`src/rtl/loader_pkg.sv`:
```
// Shared types and constants for the framed instruction-memory loader.
package loader_pkg;

   typedef enum logic [2:0] {
      ST_IDLE,
      ST_LEN,
      ST_HI,
      ST_LO,
      ST_WR,
      ST_CHK,
      ST_DONE,
      ST_ERR
   } ld_state_e;

   localparam logic [7:0] LD_SYNC_DEFAULT   = 8'hA5;
   localparam int         LD_LEN_ZERO_WORDS = 256;
   // SYNC + LEN + CHK bytes around the payload
   localparam int         LD_FRAME_OVERHEAD = 3;

endpackage

```
`src/rtl/loader_checksum.sv`:
```
// 8-bit wrapping payload sum; o_Pass says whether i_Byte would close the sum to zero.
module loader_checksum (
   input  logic       i_CLK,
   input  logic       i_RST,
   input  logic       i_Clear,
   input  logic       i_Add,
   input  logic [7:0] i_Byte,
   output logic [7:0] o_Acc,
   output logic       o_Pass
);

   logic [7:0] r_Acc;

   always_ff @(posedge i_CLK or negedge i_RST) begin
      if (!i_RST)       r_Acc <= 8'd0;
      else if (i_Clear) r_Acc <= 8'd0;
      else if (i_Add)   r_Acc <= r_Acc + i_Byte;
   end

   assign o_Acc  = r_Acc;
   assign o_Pass = (8'(r_Acc + i_Byte) == 8'd0);

endmodule

```
`src/rtl/program_loader.sv`:
```
// Framed byte-stream loader into instruction memory; holds the CPU while a frame is in flight.
// Define LOADER_CHECKSUM_EN to require and verify a trailing checksum byte.
module program_loader
   import loader_pkg::*;
#(
   parameter logic [7:0] SYNC_BYTE = LD_SYNC_DEFAULT,
   parameter int         ADDR_W    = 8
) (
   input  logic              i_CLK,
   input  logic              i_RST,
   input  logic [7:0]        i_Byte,
   input  logic              i_ByteValid,
   output logic              o_ByteReady,
   output logic              o_WE,
   output logic [ADDR_W-1:0] o_Addr,
   output logic [15:0]       o_WData,
   output logic              o_CPUHold,
   output logic              o_Done,
   output logic              o_Error,
   output logic [ADDR_W:0]   o_WordCount
);

   localparam int CNT_W = ADDR_W + 1;

   ld_state_e         r_State, w_Next;
   logic [ADDR_W-1:0] r_Addr;
   logic [15:0]       r_WData;
   logic [CNT_W-1:0]  r_Len, r_Count;
   logic              r_Hold, r_Done;
   logic              w_Accept, w_Waiting, w_Sync, w_LastWord;
   logic [CNT_W-1:0]  w_CntNext;

   assign w_Accept   = i_ByteValid && o_ByteReady;
   assign w_Waiting  = (r_State == ST_IDLE) || (r_State == ST_DONE) || (r_State == ST_ERR);
   assign w_Sync     = w_Accept && w_Waiting && (i_Byte == SYNC_BYTE);
   assign w_CntNext  = r_Count + CNT_W'(1);
   assign w_LastWord = (w_CntNext >= r_Len);

`ifdef LOADER_CHECKSUM_EN
   logic w_ChkPass;
   logic r_Error;

   loader_checksum u_chk (
      .i_CLK   (i_CLK),
      .i_RST   (i_RST),
      .i_Clear (w_Sync),
      .i_Add   (w_Accept && ((r_State == ST_HI) || (r_State == ST_LO))),
      .i_Byte  (i_Byte),
      .o_Acc   (),
      .o_Pass  (w_ChkPass)
   );

   assign o_Error = r_Error;
`else
   assign o_Error = 1'b0;
`endif

   always_ff @(posedge i_CLK or negedge i_RST) begin
      if (!i_RST) r_State <= ST_IDLE;
      else        r_State <= w_Next;
   end

   always_comb begin
      w_Next = r_State;
      unique case (r_State)
         ST_IDLE, ST_DONE, ST_ERR: if (w_Sync)   w_Next = ST_LEN;
         ST_LEN:                   if (w_Accept) w_Next = ST_HI;
         ST_HI:                    if (w_Accept) w_Next = ST_LO;
         ST_LO:                    if (w_Accept) w_Next = ST_WR;
`ifdef LOADER_CHECKSUM_EN
         ST_WR:                    w_Next = w_LastWord ? ST_CHK : ST_HI;
         ST_CHK:                   if (w_Accept) w_Next = w_ChkPass ? ST_DONE : ST_ERR;
`else
         ST_WR:                    w_Next = w_LastWord ? ST_DONE : ST_HI;
         ST_CHK:                   w_Next = ST_IDLE;
`endif
         default:                  w_Next = ST_IDLE;
      endcase
   end

   // WR is the single stall cycle: the write strobe and the only ready-low cycle coincide
   always_comb begin
      o_ByteReady = (r_State != ST_WR);
      o_WE        = (r_State == ST_WR);
   end

   always_ff @(posedge i_CLK or negedge i_RST) begin
      if (!i_RST) begin
         r_Addr  <= '0;
         r_WData <= '0;
         r_Len   <= '0;
         r_Count <= '0;
         r_Hold  <= 1'b0;
         r_Done  <= 1'b0;
`ifdef LOADER_CHECKSUM_EN
         r_Error <= 1'b0;
`endif
      end else begin
         unique case (r_State)
            ST_IDLE, ST_DONE, ST_ERR: if (w_Sync) begin
               r_Done  <= 1'b0;
               r_Count <= '0;
               r_Hold  <= 1'b1;
`ifdef LOADER_CHECKSUM_EN
               r_Error <= 1'b0;
`endif
            end
            ST_LEN: if (w_Accept) begin
               r_Len  <= (i_Byte == 8'd0) ? CNT_W'(LD_LEN_ZERO_WORDS) : CNT_W'(i_Byte);
               r_Addr <= '0;
            end
            ST_HI: if (w_Accept) r_WData[15:8] <= i_Byte;
            ST_LO: if (w_Accept) r_WData[7:0]  <= i_Byte;
            ST_WR: begin
               r_Addr  <= r_Addr + ADDR_W'(1);
               r_Count <= w_CntNext;
`ifndef LOADER_CHECKSUM_EN
               if (w_LastWord) begin
                  r_Done <= 1'b1;
                  r_Hold <= 1'b0;
               end
`endif
            end
`ifdef LOADER_CHECKSUM_EN
            // a failed frame keeps the CPU held until a good one lands
            ST_CHK: if (w_Accept) begin
               if (w_ChkPass) begin
                  r_Done <= 1'b1;
                  r_Hold <= 1'b0;
               end else begin
                  r_Error <= 1'b1;
               end
            end
`endif
            default: ;
         endcase
      end
   end

   assign o_Addr      = r_Addr;
   assign o_WData     = r_WData;
   assign o_CPUHold   = r_Hold;
   assign o_Done      = r_Done;
   assign o_WordCount = r_Count;

endmodule

```
`config.mk`:
```
export PLATFORM = sky130hd
export DESIGN_NAME = program_loader
export DESIGN_NICKNAME = d
export VERILOG_FILES = /design/src/rtl/loader_pkg.sv /design/src/rtl/loader_checksum.sv /design/src/rtl/program_loader.sv
export SDC_FILE = /design/constraint.sdc
export NUM_CORES = 1
export LEC_CHECK = 0
export BUFFER_PORTS_ARGS = -buffer_cell sky130_fd_sc_hd__buf_2
export CORE_MARGIN = 8
export CORE_UTILIZATION = 55
export DETAILED_ROUTE_END_ITERATION = 10
export GPL_TIMING_DRIVEN = 0
export PLACE_DENSITY_LB_ADDON = 0.12
export SYNTH_ARGS = -nofsm -noshare
export SYNTH_HDL_FRONTEND = slang
export SYNTH_HIERARCHICAL = 1
export SYNTH_SLANG_ARGS = --single-unit
export TNS_END_PERCENT = 20
```
`constraint.sdc`:
```
create_clock -name i_CLK -period 2.35 [get_ports i_CLK]
set_input_delay 0.3525 -clock i_CLK [delete_from_list [all_inputs] [get_ports i_CLK]]
set_output_delay 0.3525 -clock i_CLK [all_outputs]
set_load 0.01 [all_outputs]
```
# Word level (Yosys, flattened, before mapping)
# Index checks and enable logic that the tools add are counted.
[classes]
addsub = 2
n_lt_le_gt_ge = 1
n_eq_ne = 14
mux = 17
reduce_logical = 17
[op_table]
columns = ["operator", "n"]
rows = [
  ["two-way mux 9 bit", 2],
  ["case mux 3 bit (6 select lines)", 1],
  ["case mux 9 bit (2 select lines)", 1],
  ["case mux 8 bit (2 select lines)", 1],
  ["two-way mux 3 bit", 5],
  ["== test 3 bit, second input constant", 4],
  ["AND reduction 2 bit", 5],
  ["adder 9 x 1 -> 9 bit, second input constant", 1],
  ["greater-or-equal comparator 9 bit", 1],
  ["adder 8 x 1 -> 8 bit, second input constant", 1],
  ["== test 8 bit, second input constant", 1],
  ["logical NOT 8 bit", 1],
  ["two-way mux 8 bit", 1],
  ["!= test 2 bit, second input constant", 4],
  ["== test 3 x 2 -> 1 bit, second input constant", 2],
  ["two-way mux 1 bit", 4],
  ["case mux 1 bit (2 select lines)", 2],
  ["AND reduction 4 bit", 1],
  ["nonzero test 2 bit", 2],
  ["== test 3 x 1 -> 1 bit, second input constant", 1],
  ["logical AND 1 bit", 3],
  ["logical NOT 3 bit", 1],
  ["!= test 3 bit, second input constant", 1],
  ["AND reduction 3 bit", 1],
  ["3 further kinds", 4],
]
[word_totals]
register_bits = 47
inputBits = 11
output_inout_bits = 38
elab_cells = 59

# Depth between registers and ports, before layout
# Gate-level depths: netlist (run 1).
[depth]
depth_word = 7
mapped_depth = 9
ltp_nobuf = 9

# Worst setup path before layout (run 1)
# Ideal clock, no wire load.
[synth_path]
kind = "flip-flop to flip-flop"
start = "register r_Count[0], in the netlist o_WordCount[0]"
end = "register r_Done, in the netlist o_Done"
setup_time_ps = 135
t_arrival_ps = 2117
required_ps = 2215
path_slack_ps = 97
stages_incl_launch_ff = 10
path_buffers = 0
period_less_slack_ps = 2253
cell_sequence = "dfrtp_1 ha_1 nand2_1 nor4_2 xnor2_1 ha_1 and3_1 a221o_1 nand2_1 o211ai_1"
[synth_between]
elab_chain_len = 4
[synth_rtl]
columns = ["item", "line", "source"]
rows = [
  ["start: declaration", "program_loader.sv:28", "logic [CNT_W-1:0] r_Len, r_Count;"],
  ["start signal: assignment", "program_loader.sv:116", "r_Count <= w_CntNext;"],
  ["adder 9 x 1 -> 9 bit", "program_loader.sv:36", "assign w_CntNext = r_Count + CNT_W'(1);"],
  ["greater-or-equal comparator 9 bit", "program_loader.sv:37", "assign w_LastWord = (w_CntNext >= r_Len);"],
  ["!= test 2 x 1 -> 1 bit (no source line)", "-", ""],
  ["AND reduction 3 bit (no source line)", "-", ""],
  ["end signal: assignment", "program_loader.sv:94", "r_Done <= 1'b0;"],
  ["end signal: assignment", "program_loader.sv:101", "r_Done <= 1'b0;"],
  ["end signal: assignment", "program_loader.sv:119", "r_Done <= 1'b1;"],
  ["end: declaration", "program_loader.sv:29", "logic r_Hold, r_Done;"],
]
# Every way passes these cells.
# A chain may end at the register's enable or synchronous reset.

# Final worst setup path (run 1)
[layout_path]
start = "register r_Count[2], in the netlist o_WordCount[2]"
end = "register r_State[2]"
[layout_between]
elab_chain_len = 4
[layout_rtl]
columns = ["item", "line", "source"]
rows = [
  ["adder 9 x 1 -> 9 bit", "program_loader.sv:36", ""],
  ["greater-or-equal comparator 9 bit", "program_loader.sv:37", ""],
  ["two-way mux 3 bit", "program_loader.sv:74", "ST_WR: w_Next = w_LastWord ? ST_DONE : ST_HI;"],
  ["case mux 3 bit (6 select lines)", "program_loader.sv:65", "unique case (r_State)"],
  ["end signal: assignment", "program_loader.sv:60", "else r_State <= w_Next;"],
  ["end: declaration", "program_loader.sv:25", "ld_state_e r_State, w_Next;"],
]
# Every way passes these cells.

==> results_dict.tcl, run 1 <==
set metrics [dict create \
    outcome "finished, final reports clean" \
    total_leakage_power_nw 1.392 \
    cts_tree "done" \
    grt_pass1_wl_um 8832 \
    hold_viol 0 \
    rsz0062_at_grt "no" \
    num-fill-cells 340 \
    firstDrtPassIters 4 \
    drive_gt1_share_pct 32.32 \
    fin_skew_ns 0.009390 \
    row_count 24 \
    viasPerCell 5.579 \
    grtUsageMet1_pct 21.13 \
    cp.arrival_ns 2.40 \
    wl_per_cell_um 15.80 \
    cap_violations 0 \
    dieArea_mm2 0.006854 \
    fin_crit_sh_pct 95.37 \
    fin_crit_ns 2.241 \
    grt_usage_pct 16.84 \
    hpwl_um 4158 \
    clk_pin_slew_ns 0.09 \
    dr_total_vias 1947 \
    syn_to_final_growth_pct 19.43 \
    clk_path_buf_depth 2 \
    grt_pass1_vias 1856 \
    syn_nets 260 \
    diodes 0 \
    drt-initial-drc-count 127 \
    initial_utilization_pct 56.74 \
    die_x_um 82.79 \
    cts_sinks 47 \
    use_met3_pct 3.341 \
    wl_um 5515 \
    gp_congestion 0.8369 \
    cts-hold-fix-buffers 0 \
    yosysWarnings 6 \
    whs_ns 0.2330 \
    synthFlopType "dfrtp_1" \
    regToRegSetupSlack_ns 0.11 \
    syn_inst 238 \
    numPortBuffers 47 \
    met2_usage_pct 27.58 \
    cts-root-buf "clkbuf_8" \
    tightest_slew_ns 1.031 \
    synth-edff-count 0 \
    ys_seq_area_share_pct 47.93 \
    endpoint_kind "flop" \
    synth_cell_types 43 \
    fmax_mhz 446.2 \
    min_path_type "in2async" \
    finalNetCount 318 \
    synth_seq_cells 47 \
    antenna_left 0 \
    fin_tns_setup_ns 0 \
    core-area_mm2 0.004324 \
    grt-ovfl-total 0 \
    slew_headroom_pct 31.28 \
    antenna_found_initial 0 \
    grt_max_degree 48 \
    asyncSetResetFlopFracSynth_pct 100.0 \
    criticalPathCategory "reg2reg" \
    die_height_um 82.79 \
    vdd_drop_max_mv 0.6800 \
    htree_num_levels 2 \
    drv_slew 0 \
    grt.busiest_layer "met2" \
    setup_viol 0 \
    clk_latency_ns 0.30 \
    yosys-top-cells-area "dfrtp_1 (48%), mux2_2 (7.3%), ha_1 (5.6%), o21ai_0 (5.3%), nand2_1 (4.0%)" \
    startpoint_type "flop" \
    crit_required_ns 2.51 \
    crit_path_max_fanout 6 \
    yosysTopAreaCellShare_pct 47.93 \
    ios 49 \
    cts_buffers 5 \
    yosysTopAreaCell "dfrtp_1" \
    drc 0 \
    avgSynthCellArea_um2 10.31 \
    syn_area_mm2 0.002454 \
    p_per_area_mw_per_mm2 1172 \
]
-- kinds of logic after synthesis --
kind of cell	count (synthesis)	share of synthesized area (%)
AOI/OAI and AO/OA	56	14.79
xor gates and xnor gates	7	2.499
adders and majority gates	11	5.609
buffers and inverters	28	4.895
DFF	47	47.93
muxes	20	8.975
other	1	0.1528
and+or+nand+nor	68	15.14
-- flip-flops by register name, summed over array words and instances (netlist names) --
| name | count |
|---|---|
| o_Addr | 8 |
| o_CPUHold | 1 |
| o_Done | 1 |
| o_WData | 16 |
| o_WordCount | 9 |
| r_Len | 9 |
| r_State | 3 |
-- final cells by class --
cell class / instances / area (um2) / area share, %
Clock inverter: 1 / 8.758 / 0.2989
Clock buffer: 7 / 86.33 / 2.946
Inverter: 19 / 71.32 / 2.434
Sequential cell: 47 / 1182 / 40.35
Multi-Input combinational cell: 163 / 1202 / 41.03
Timing Repair Buffer: 51 / 265.3 / 9.052
Buffer: 9 / 48.80 / 1.665
Tap cell: 52 / 65.06 / 2.220
-- synth_stat cells, types with 2 or more instances --
cell type	number
o211ai_1	5
nand2_1	26
o21ai_0	26
a221oi_1	2
buf_2	6
and4_1	2
a21oi_1	5
o211a_1	3
nand2b_1	2
nor4_2	2
a31oi_1	5
nor3_1	3
mux2_2	16
nor2_1	9
inv_1	19
and3_1	2
nand3_1	9
nand4_1	4
ha_1	11
nor2b_1	2
xnor2_1	6
mux2i_1	4
a21o_1	2
buf_4	2
dfrtp_1	47
-- critical path, cell delays in order, from the launching register on --
cell and delay [ns]:
dfrtp_2 0.46, nand3_4 0.16, nor4_4 0.30, xnor2_1 0.17, ha_1 0.27, and3_1 0.20, a221o_1 0.34, nand2_1 0.11
o211ai_1 0.10
-- power by group --
| group | switching (mW) | internal, mW | total, mW |
|---|---|---|---|
| Sequential | 0.208 | 1.13 | 1.33 |
| Clock | 0.261 | 0.241 | 0.502 |
| Combinational | 0.880 | 0.717 | 1.60 |
-- layout by cell type (no fill, tap or decap), types with 5 or more instances in the layout --
master | netlist | routed
a21oi_1 | 5 | 5
a31oi_1 | 5 | 5
buf_2 | 6 | 53
buf_4 | 2 | 6
clkbuf_8 | 0 | 6
dfrtp_1 | 47 | 42
dfrtp_2 | 0 | 5
ha_1 | 11 | 10
inv_1 | 19 | 19
mux2_2 | 16 | 16
nand2_1 | 26 | 25
nand3_1 | 9 | 8
nor2_1 | 9 | 9
o211ai_1 | 5 | 5
o21ai_0 | 26 | 26
xnor2_1 | 6 | 6
-- repair_timing --
action,4_1_cts,5_1_grt
endpoints found under the setup margin,3,3
pin swaps,0,3
cloned,0,0
resized for setup,5,7
setup buffers,0,4
-- layer usage --
layer / up-vias / share of wire, %
li1: 967 / -
met1: 916 / 44
met2: 55 / 49
met3: 9 / 5.5
met4: 0 / 1.9
met5: - / 0
-- worst paths after layout --
check	start	end	cells after the start
max	o_WordCount[2]	r_State[2]	8
min	i_RST	o_WData[1]	1
max reg2reg	o_WordCount[2]	r_State[2]	8
min reg2reg	o_Addr[7]	o_Addr[7]	1
max in group asynchronous	i_RST	o_WordCount[4]	1
min in group i_CLK	i_Byte[0]	r_Len[0]	3
-- metrics by stage --
step	total power [mW]	utilization (%)	area [um2]	std cells	setup slack [ns]
floorplan	2.342	-	2454	238	0.09745
global placement	2.813	63.69	2754	337	-0.09857
detailed placement	2.869	63.69	2754	337	-0.1218
CTS	3.403	66.49	2875	345	0.02762
global route	3.711	67.77	2930	349	0.001338
finish	3.433	67.77	2930	349	0.1089
No activity file was read; power rests on OpenSTA's default activity.
==> run 2: changes to the inputs <==
- ABC_AREA: default -> 1
- ABC_CLOCK_PERIOD_IN_PS: default -> 2740
- clock period: 2.35 -> 2.74 ns (I/O delays scaled with it)
==> run 2 against run 1 <==
Combinational power fell by 11%. Fmax is 7.2% lower. First-iteration DRC count fell by 32%. Power fell by 12%. Final cell count rose by 13%. Register-to-register slack improved by 0.22 ns. Worst hold slack improved by 0.051 ns. Core utilization fell by 2.4 points. Sequential power shrank 11%. Die area is 0.41% lower. Worst setup slack better by 0.22 ns. Clock power fell by 19%. Critical path type unchanged. Critical endpoint unchanged. Largest power group unchanged.
==> results_dict.tcl, run 2 <==
set metrics [dict create \
    outcome "finished, final reports clean" \
    yosys-top-cells-count "nand2_1 (78), dfrtp_1 (47), inv_1 (42)" \
    ios 49 \
    placed_cell_area_mm2 0.002741 \
    fmax_mhz 414.2 \
    total_leakage_power_nw 1.579 \
    core-area_mm2 0.004324 \
    syn_inst 288 \
    syn_nets 310 \
    yosys-top-cells-area "dfrtp_1 (48%), nand2_1 (12%), inv_1 (6.5%), ha_1 (5.6%), o21ai_1 (3.3%)" \
    yosysTopAreaCell "dfrtp_1" \
    final_cell_mix "nand2_1 (78), buf_2 (48), dfrtp_1 (47)" \
    cp-startpoint "o_WordCount[0]" \
    startpoint_type "flop" \
    synth_cell_types 35 \
    cts_tree "done" \
    post-place-ws_ns 0.3532 \
    hpwl_um 3839 \
    htree_num_levels 2 \
    clk_latency_ns 0.29 \
    grt_usage_pct 16.23 \
    syn_area_mm2 0.002441 \
    postCtsResizedCells 0 \
    dr_total_vias 2000 \
    fin_skew_ns 0.002646 \
    final_common_cell "nand2_1" \
    drc 0 \
    drive_gt1_share_pct 22.74 \
    r2r-start "o_WordCount[0]" \
    crit_required_ns 2.93 \
    wl_per_cell_um 12.78 \
    p_per_area_mw_per_mm2 1069 \
    fin_tns_setup_ns 0 \
    rsz0062_at_grt "no" \
    wl_um 5047 \
    hold_viol 0 \
    asyncSetResetFlopFracSynth_pct 100.0 \
    viasPerCell 5.063 \
    crit_path_max_fanout 6 \
    fin_crit_sh_pct 88.12 \
    synthFlopType "dfrtp_1" \
    setup_ws_ns 0.3255 \
    setup_viol 0 \
    p_clk_share_pct 13.4 \
    antenna_found_initial 0 \
    clk_path_buf_depth 2 \
    post_cts_buffers 0 \
    diodes 0 \
    power_switching_mw 1.288 \
    finalNetCount 364 \
    regToRegSetupSlack_ns 0.33 \
    cts_sinks 47 \
    gp_congestion 0.7260 \
    grt-ovfl-total 0 \
    criticalPathCategory "reg2reg" \
    r2r_end "r_State[2]" \
    swShare_pct 42.62 \
    cts-root-buf "clkbuf_8" \
    drt-initial-drc-count 86 \
    cap_violations 0 \
    antenna_left 0 \
    yosysWarnings 6 \
    fin_area_mm2 0.002826 \
    row_count 24 \
    min_path_type "in2async" \
    intPower_mw 1.734 \
    slew_headroom_pct 30.76 \
    endpoint_kind "flop" \
    crit_path_end "r_State[2]" \
    yosysTopAreaCellShare_pct 48.18 \
    drv_slew 0 \
    comb_power_share_pct 47.4 \
    dieArea_mm2 0.006826 \
    numPortBuffers 47 \
    die_x_um 82.62 \
    ys_seq_area_share_pct 48.18 \
    grt_pass1_wl_um 8714 \
    firstDrtPassIters 4 \
    tightest_slew_ns 1.039 \
    seqPwrFrac_pct 39.2 \
    fin_crit_ns 2.415 \
    die_height_um 82.62 \
    largest_reg_flops 16 \
    synth-edff-count 0 \
    synth_most_common_cell "nand2_1" \
    avgSynthCellArea_um2 8.476 \
    grt_max_degree 48 \
    cp.arrival_ns 2.61 \
    clk_pin_slew_ns 0.08 \
    cts_buffers 5 \
    cts-hold-fix-buffers 0 \
    vdd_drop_max_mv 0.5852 \
    syn_to_final_growth_pct 15.79 \
    grt_pass1_vias 2039 \
    r2r_cells 15 \
    initial_utilization_pct 56.45 \
    synth_seq_cells 47 \
]
-- run 2: kinds of logic (layout without fill, tap and decap cells) --
logic type	count (synthesis)	after routing	synth area share [%]
buffers and inverters	51	106	9.021
muxes	2	2	0.8201
xor gates and xnor gates	4	4	1.435
AOI/OAI and AO/OA	44	44	10.71
other	1	1	0.1536
DFF	47	47	48.18
and+or+nand+nor	128	128	24.04
adders and majority gates	11	11	5.638
-- run 2: per-stage QoR --
| stage | utilization [%] | hold WS, ns | std cells | power, mW |
|---|---|---|---|---|
| finish | 65.36 | 0.2835 | 395 | 3.021 |
| global route | 65.36 | 0.3826 | 395 | 3.334 |
| CTS | 65.36 | 0.3269 | 395 | 3.070 |
| detailed placement | 63.40 | 0.4751 | 387 | 2.652 |
| global placement | 63.40 | 0.4676 | 387 | 2.600 |
| floorplan | - | 0.1154 | 288 | 2.189 |
-- run 2: area by class of cell --
class                           count  area (um2)
Buffer                              7       50.05
Clock buffer                        6       72.57
Clock inverter                      2       12.51
Fill cell                         404        1498
Inverter                           44       170.2
Multi-Input combinational cell    190        1045
Sequential cell                    47        1176
Tap cell                           52       65.06
Timing Repair Buffer               47       235.2
-- run 2: how the worst min path moves through the flow --
stage,slack (ns),from,cells after the start,endpoint
after floorplan,0.12,i_RST,0,o_Addr[0]
after global placement,0.47,o_WData[1],2,o_WData[1]
after detailed placement,0.48,o_WData[4],2,o_WData[4]
after CTS,0.33,i_RST,1,o_WordCount[5]
after global routing,0.38,i_RST,1,o_WordCount[5]
final,0.28,i_RST,1,o_WordCount[5]
-- run 2: metal layers --
metal	vias up	global-route usage [%]	share of wire [%]
li1	1017	-	-
met1	924	19.63	47
met2	54	27.72	45
met3	5	4.004	7.5
met4	0	5.172	1.0
met5	-	0	0
-- run 2: power groups by stage --
stage	combinational, mW	sequential [mW]	clock (mW)
after floorplan	0.923	1.27	0
after global placement	1.41	1.19	0
after detailed placement	1.46	1.19	0
after CTS	1.46	1.18	0.423
after global routing	1.67	1.23	0.439
final	1.43	1.18	0.406
-- run 2: worst max-delay path, stage by stage (launching register included) --
cell     delay (ns)
dfrtp_1        0.44
ha_1           0.25
nand3_1        0.13
inv_1          0.07
nand4_1        0.10
nor2_1         0.07
or2_1          0.22
and2_1         0.15
ha_1           0.29
a21oi_1        0.13
o21a_1         0.14
nand2_1        0.06
nand2_1        0.10
nand2_1        0.07
nand2_1        0.06
nand2_1        0.04
